`config.mk`:
```
export PLATFORM = sky130hd
export DESIGN_NAME = mips_state_sequencer
export DESIGN_NICKNAME = d
export VERILOG_FILES = /design/src/rtl/mips_state_sequencer.sv
export SDC_FILE = /design/constraint.sdc
export NUM_CORES = 1
export LEC_CHECK = 0
export BUFFER_PORTS_ARGS = -buffer_cell sky130_fd_sc_hd__clkbuf_2
export CORE_MARGIN = 5
export CORE_UTILIZATION = 32
export CTS_CLUSTER_DIAMETER = 40
export CTS_CLUSTER_SIZE = 12
export DETAILED_ROUTE_END_ITERATION = 8
export PLACE_DENSITY = 0.5
export SYNTH_ARGS = -nofsm -noshare
export SYNTH_HDL_FRONTEND = slang
export SYNTH_SLANG_ARGS = --single-unit
```
`constraint.sdc`:
```
create_clock -name clk -period 5.8 [get_ports clk]
set_input_delay 1.16 -clock clk [delete_from_list [all_inputs] [get_ports clk]]
set_output_delay 1.16 -clock clk [all_outputs]
set_load 0.02 [all_outputs]
```
`src/rtl/mips_state_sequencer.sv`:
```
`default_nettype none
// ============================================================================
// Module      : mips_state_sequencer
// Description : Next-state engine for the multi-cycle MIPS32 controller.
//               Steps the current state number per opcode class (R, LW, SW,
//               BEQ, J), waits on data memory with a bounded timeout, halts
//               at instruction boundaries, traps illegal opcodes and counts
//               retired instructions.
// Ports       : clk, rst            - clock, synchronous active-high reset
//               opcode[5:0]         - IR[31:26], used only in DECODE
//               mem_ready           - data memory access complete
//               halt                - stop at the next instruction boundary
//               state[5:0]          - current state number to the decoder
//               instr_done          - 1-cycle pulse, instruction retired
//               illegal_op          - high during the TRAP cycle
//               mem_timeout         - 1-cycle pulse, memory wait timed out
//               halted              - high while in IDLE
//               retired_count       - retired instruction count (wraps)
// Revision    : 1.0 - initial release
// ============================================================================
module mips_state_sequencer #(
  parameter logic [5:0] OP_RTYPE = 6'h00,
  parameter logic [5:0] OP_LW    = 6'h23,
  parameter logic [5:0] OP_SW    = 6'h2B,
  parameter logic [5:0] OP_BEQ   = 6'h04,
  parameter logic [5:0] OP_J     = 6'h02,
  parameter int         WAIT_MAX = 8,
  parameter int         CNT_W    = 32
) (
  input  logic             clk,
  input  logic             rst,
  input  logic [5:0]       opcode,
  input  logic             mem_ready,
  input  logic             halt,
  output logic [5:0]       state,
  output logic             instr_done,
  output logic             illegal_op,
  output logic             mem_timeout,
  output logic             halted,
  output logic [CNT_W-1:0] retired_count
);

  typedef enum logic [5:0] {
    S_FETCH  = 6'd0,
    S_DECODE = 6'd1,
    S_REXEC  = 6'd2,
    S_RWB    = 6'd3,
    S_BEQ    = 6'd4,
    S_ADDR   = 6'd5,
    S_MEMWR  = 6'd6,
    S_MEMRD  = 6'd7,
    S_LWWB   = 6'd8,
    S_JUMP   = 6'd9,
    S_TRAP   = 6'd10,
    S_IDLE   = 6'd11
  } state_e;

  // wait_cnt holds (in-state cycle number - 1), so its largest value is WAIT_MAX-1.
  localparam int                C_WAIT_W    = (WAIT_MAX > 1) ? $clog2(WAIT_MAX) : 1;
  localparam logic [C_WAIT_W-1:0] C_WAIT_LAST = C_WAIT_W'(WAIT_MAX - 1);

  state_e             state_q, state_d;
  logic [5:0]         op_q, op_d;
  logic [C_WAIT_W-1:0] wait_cnt_q, wait_cnt_d;
  logic               instr_done_q, instr_done_d;
  logic               illegal_op_q, illegal_op_d;
  logic               mem_timeout_q, mem_timeout_d;
  logic               halted_q, halted_d;
  logic [CNT_W-1:0]   retired_count_q, retired_count_d;

  logic               w_retire;
  state_e             w_boundary;

  always_comb begin
    state_d       = S_FETCH;
    op_d          = op_q;
    wait_cnt_d    = wait_cnt_q;
    w_retire      = 1'b0;
    mem_timeout_d = 1'b0;
    w_boundary    = halt ? S_IDLE : S_FETCH;

    case (state_q)
      S_FETCH:  state_d = S_DECODE;
      S_DECODE: begin
        op_d = opcode;
        if (opcode == OP_RTYPE)                          state_d = S_REXEC;
        else if ((opcode == OP_LW) || (opcode == OP_SW)) state_d = S_ADDR;
        else if (opcode == OP_BEQ)                       state_d = S_BEQ;
        else if (opcode == OP_J)                         state_d = S_JUMP;
        else                                             state_d = S_TRAP;
      end
      S_REXEC:  state_d = S_RWB;
      S_ADDR: begin
        // ADDR is the only way into the memory-wait states, so clear here.
        wait_cnt_d = '0;
        state_d    = (op_q == OP_LW) ? S_MEMRD : S_MEMWR;
      end
      S_MEMRD, S_MEMWR: begin
        if (mem_ready) begin
          if (state_q == S_MEMRD) begin
            state_d = S_LWWB;
          end else begin
            state_d  = w_boundary;
            w_retire = 1'b1;
          end
        end else if (wait_cnt_q == C_WAIT_LAST) begin
          state_d       = S_TRAP;
          mem_timeout_d = 1'b1;
        end else begin
          state_d    = state_q;
          wait_cnt_d = wait_cnt_q + C_WAIT_W'(1);
        end
      end
      S_RWB, S_BEQ, S_LWWB, S_JUMP: begin
        state_d  = w_boundary;
        w_retire = 1'b1;
      end
      S_TRAP:   state_d = w_boundary;
      S_IDLE:   state_d = halt ? S_IDLE : S_FETCH;
      default:  state_d = S_FETCH;
    endcase

    instr_done_d    = w_retire;
    retired_count_d = retired_count_q + (w_retire ? CNT_W'(1) : CNT_W'(0));
    illegal_op_d    = (state_d == S_TRAP);
    halted_d        = (state_d == S_IDLE);
  end

  always_ff @(posedge clk) begin
    if (rst) begin
      state_q         <= S_FETCH;
      op_q            <= '0;
      wait_cnt_q      <= '0;
      instr_done_q    <= 1'b0;
      illegal_op_q    <= 1'b0;
      mem_timeout_q   <= 1'b0;
      halted_q        <= 1'b0;
      retired_count_q <= '0;
    end else begin
      state_q         <= state_d;
      op_q            <= op_d;
      wait_cnt_q      <= wait_cnt_d;
      instr_done_q    <= instr_done_d;
      illegal_op_q    <= illegal_op_d;
      mem_timeout_q   <= mem_timeout_d;
      halted_q        <= halted_d;
      retired_count_q <= retired_count_d;
    end
  end

  assign state         = state_q;
  assign instr_done    = instr_done_q;
  assign illegal_op    = illegal_op_q;
  assign mem_timeout   = mem_timeout_q;
  assign halted        = halted_q;
  assign retired_count = retired_count_q;

endmodule
`default_nettype wire

```
; ---- Word-level counts from Yosys, hierarchy flattened
; Index checks and enable logic that the tools add are counted.
[word_totals]
regBits = 51
latch_bits = 0
ram_bits = 0
romBits = 0
in_bits = 10
output_inout_bits = 42
word_cells = 59
memories = 0
[op_classes]
n_addsub = 2
multipliers = 0
div = 0
n_lt_le_gt_ge = 0
eq_ne = 21
shift = 0
n_mux = 18
bitwise_logic = 1
reduce_logical = 9
[ops]
columns = operator, n
row1 = $eq 6x4->1 const B, 6
row2 = $pmux 6 s6, 1
row3 = $add 32x1->32, 1
row4 = $eq 6x3->1 const B, 5
row5 = $mux 4, 5
row6 = $eq 6x2->1 const B, 3
row7 = $eq 6x6->1 const B, 3
row8 = $logic_not 6->1, 2
row9 = $mux 6, 2
row10 = $eq 6x1->1 const B, 1
row11 = $mux 3, 2
row12 = $pmux 3 s2, 1
row13 = $reduce_or 6->1, 1
row14 = $mux 1, 5
row15 = $ne 2x2->1 const B, 2
row16 = $reduce_or 4->1, 1
row17 = $add 3x1->3 const B, 1
row18 = $eq 3x3->1 const B, 1
row19 = $reduce_and 3->1, 1
row20 = $reduce_or 3->1, 1
row21 = $mux 2, 1
row22 = $pmux 1 s2, 1
row23 = $reduce_bool 2->1, 1
row24 = $reduce_or 2->1, 1
row25 = 2 further kinds, 2

; ---- Longest topological paths before layout
[logic_depth]
ltp_word = 7
depth_mapped = 14
ltp_nobuf = 12

; ---- Least setup slack after synthesis
; Ideal clock, no wire load.
[synth_timing]
path_kind = input-to-reg
start = in mem_ready
end = reg retired_count_q[12], in the netlist retired_count[12]
setup_time_ps = 128
t_arrival_ps = 3157
required_time_ps = 5672
setup_slack_ps = 2516
stages = 13
n_path_buf = 2
path_cell_list = clkbuf_1 > o211ai_1 > o31ai_1 > o21ai_0 > nor3_1 > ha_1 > ha_1 > and4_1 > clkbuf_1 > and3_1 > and3_1 > xnor2_1 > nor2_1
[synth_via]
elab_chain_len = 4
[synth_lines]
columns = item, line_no
row1 = start: declaration, 33  ; input logic mem_ready,
row2 = $mux 1, 99  ; if (mem_ready) begin
row3 = $pmux 1 s2, 82  ; case (state_q)
row4 = via instr_done_d, 65  ; logic instr_done_q, instr_done_d;
row5 = $mux 1, 124  ; retired_count_d = retired_count_q + (w_retire ? CNT_W'(1) : CNT_W'(0));
row6 = $add 32x1->32, 124
row7 = end signal: assignment, 147  ; retired_count_q <= retired_count_d;
row8 = end: declaration, 69  ; logic [CNT_W-1:0] retired_count_q, retired_count_d;
; The timed path passes the listed nets, and every way through them passes these cells.
; A chain may end at the register's enable or synchronous reset.

; ---- Worst setup path in the final report
[layout_timing]
start = in mem_ready
end = reg retired_count_q[16], in the netlist retired_count[16]
; The elaborated chain is that of the path after synthesis.

==> results <==
- The flow ran to the end, and the final reports show no timing, DRC or antenna violations.
- Summing internal, switching and leakage power gives 630 µW.
- The worst setup path is captured at a flop.
- The predominant post-synthesis flop cell is dfxtp_1.
- Of the cells placed in the final design, the portion with a size suffix greater than 1 is 0.224.
- The xor/xnor cell area share of the yosys netlist is 0.0986.
- The pre-CTS worst setup slack is around 2.3 ns.
- Along the worst path, the maximum fanout reaches 9.
- The number of buffers added for setup after CTS is 0.
- The multiplexer area fraction after synthesis is 0.00887.
- The max-slew violation total from the final report was 0.
- On the final layout, the worst clock skew is 0.00770 ns.
- Summed over all layers, the global routing overflow is 0.
- The post-synthesis compound-gate area fraction came to 0.0897.
- The sum of net half-perimeters after detailed placement is 3880 µm.
- The clock tree from TritonCTS is done.
- STA classifies the critical path startpoint as an input pin.
- The synthesized netlist cell count is 271.
- Summed over all cells, the static leakage comes to 1.09 nW.
- The first global-routing pass estimated 9050 µm of wire.
- The root buffer cell is clkbuf_8.
- The pre-antenna-repair detailed-routing pass consisted of 4 iterations.
- The reported max-cap violation count is 0.
- The worst-case IR drop observed on VDD is 0.0843 mV.
- The total wire length is 5390 µm.
- The post-synthesis register bit count is 51.
- The Yosys warning count is 0.
- The number of cell rows is 31.
- During placement, the flow inserted port buffers numbering 51.
- Power spread over the standard cell area amounts to 221 mW/mm².
- In the routed layout, each cell is associated on average with a via count of 4.86.
- The synthesized netlist occupies a cell area of 0.00240 mm².
- The number of endpoints failing setup at the final stage is 0.
- The worst min-delay path startpoint is op_q[3].
- The placeable core region is 0.00729 mm².
- The capture point of the worst reg-to-reg path is retired_count[16].
- The data arrival time of the worst path is roughly 3.4 ns.
- For this run, asynchronously set or reset flops after synthesis account for 0.
- The detailed router placed 2043 vias in this run.
- The worst-case hold path end point is op_q[3].
- The total clock buffers created by CTS is 5.
- The part of the Yosys area used for sequential elements is 0.426.
- The area of the die is roughly 0.0093 mm².
- The number of nets at the end of the flow is 334.
- The overall routing resource usage is 0.121.
- The global placement routability congestion is 0.745.
- Entering global routing, the biggest net connects between 40 and 50 pins.
- The count of nets left with antenna violations after detail routing is 0.
- The top cell types in the final layout, fill and taps aside, are dfxtp_1 (51), clkbuf_2 (51), nor2_1 (36).
- The number of enable flip-flop cells after synthesis is 0.
- After the first detailed-routing iteration, the DRC count stood at 78.
- In the final timing run, aggregate negative setup slack is 0 ns.
- The simple logic cell fraction of the synthesized area is 0.331.
- The area overhead of the layout relative to synthesis is 19.0%.
- The worst-skew pair later-pin latency is slightly above 0.3 ns.
- Measured along the x axis, the die boundary spans 96.6 µm.
- Setup repair after global routing left no endpoint under its margin.
- The wire length per cell after detailed routing is 12.8 µm.
- The required time of the worst setup path is 6.02 ns.
- The worst path meets setup with 2.68 ns of slack.
- The antenna diode count is 0.
- The initial antenna violation count is 0.
- Headroom to the max-slew limit came out at 0.375.
- Of the total synthesized cell area, the portion taken by full adders, half adders and majority gates is 0.0209.
- The critical register-to-register path startpoint is state[1].
- Pin placement for this block handled 52 I/O pins.
- The deepest clock path buffer count is 2.
- For the worst flop-to-flop path, the logic depth is 10.
- The H-tree depth is 2.
- The utilization of the core after routing is 0.392.
- The time the worst path needs with I/O delays and setup is 3.12 ns.
- The clock-pin slew on the worst setup and hold paths is 0.09 ns.
- The number of hold-repair buffers added at the cts stage is 0.
- The number of distinct standard cells referenced by the synthesized netlist is a little over 50.
- The total number of clock tree sinks is 51.
- The hold violation total from the final report is 0.
- The type of the worst setup path is in -> reg.
- The number of global-route vias before repair is 1922.
- After clock tree synthesis, the repair step resized 0 gates.
- The final worst-path cycle share is 0.539.
- The initial standard-cell utilization of the core is 0.329.
- The register-to-register setup slack is 2.93 ns.
- From bottom edge to top edge, the die measures 96.6 µm.
- Counting instances, the worst hold path has a depth of 2.
- The remaining routing DRC violations is 0.
- Based on the critical path, the design can be clocked at up to 320 MHz.
- The measured slew at the worst slew-check pin is 0.937 ns.
- The average cell area after synthesis is 8.85 µm².
- The class of the tightest hold or removal check is reg -> reg.
- After synthesis, the largest family of logic cells by area is simple AND/OR/NAND/NOR gates.
per-layer routing:
layer,part of all wire,GRT usage,vias up
met5,0,0,-
met4,0.016,0.0456,0
met3,0.029,0.0209,7
met2,0.45,0.188,30
met1,0.51,0.169,947
li1,-,-,1059
state kept, by name, indices dropped and copies added, names as in the netlist:
signal	flops
illegal_op	1
op_q	6
mem_timeout	1
halted	1
wait_cnt_q	3
state	6
instr_done	1
retired_count	32
worst max-delay path, cell delays in order:
cell and delay, ns:
clkbuf_2 0.17, o211ai_1 0.10, o31ai_1 0.09, o21ai_0 0.13
nor3_1 0.16, ha_1 0.23, ha_1 0.21, and4_1 0.40
nand3_1 0.21, or3_1 0.35, a21oi_1 0.14
Yosys cell counts (2+ instances only):
library cell | n | area share
dfxtp_1 | 51 | 0.43
nor2_1 | 36 | 0.056
nand2_1 | 19 | 0.030
nand3_1 | 19 | 0.040
xor2_1 | 18 | 0.066
a21oi_1 | 14 | 0.029
nor3_1 | 12 | 0.025
nand4_1 | 11 | 0.029
xnor2_1 | 9 | 0.033
clkbuf_1 | 8 | 0.013
and3_1 | 7 | 0.018
and4_1 | 7 | 0.026
ha_1 | 4 | 0.021
inv_1 | 4 | 0.0063
nor4_1 | 4 | 0.010
o21ai_0 | 4 | 0.0083
and2_1 | 3 | 0.0078
o21ai_1 | 3 | 0.0063
or3_1 | 3 | 0.0078
a22oi_1 | 2 | 0.0063
nor2_2 | 2 | 0.0052
nor2b_1 | 2 | 0.0052
how the worst max path moves through the flow:
| stage | slack (ns) | startpoint | cells after the start | endpoint |
|---|---|---|---|---|
| final | 2.68 | mem_ready | 11 | retired_count[16] |
| after global routing | 2.41 | mem_ready | 12 | retired_count[18] |
| after CTS | 2.68 | mem_ready | 11 | retired_count[16] |
| after detailed placement | 2.34 | mem_ready | 12 | retired_count[22] |
| after global placement | 2.42 | mem_ready | 12 | retired_count[20] |
| after floorplan | 2.52 | mem_ready | 13 | retired_count[12] |
cells by family after synthesis:
group / after synthesis
and+or+nand+nor: 141
DFF: 51
AOI/OAI and AO/OA: 31
xor gates and xnor gates: 27
buffers and inverters: 14
adders and majority gates: 4
muxes: 2
other: 1
layout make-up:
type	instances	area [µm²]
tap	99	124
multi-input combinational	207	1320
timing repair buffer	51	255
inverter	4	15.0
clock buffer	5	68.8
sequential	51	1020
clock inverter	3	47.5
fill	775	4440
where the power goes:
group / internal (mW) / switching [mW] / leakage, nW
Sequential: 0.351 / 0.00185 / 0.411
Combinational: 0.00645 / 0.0154 / 0.618
Clock: 0.131 / 0.125 / 0.0587
metrics by stage:
step | std cells | cell area [µm²] | hold WS (ns)
finish | 420 | 2860 | 0.461
floorplan | 272 | 2400 | 0.432
global route | 420 | 2860 | 0.478
detailed placement | 412 | 2740 | 0.450
CTS | 420 | 2860 | 0.464
global placement | 412 | 2740 | 0.444
No activity file was read; power rests on OpenSTA's default activity.
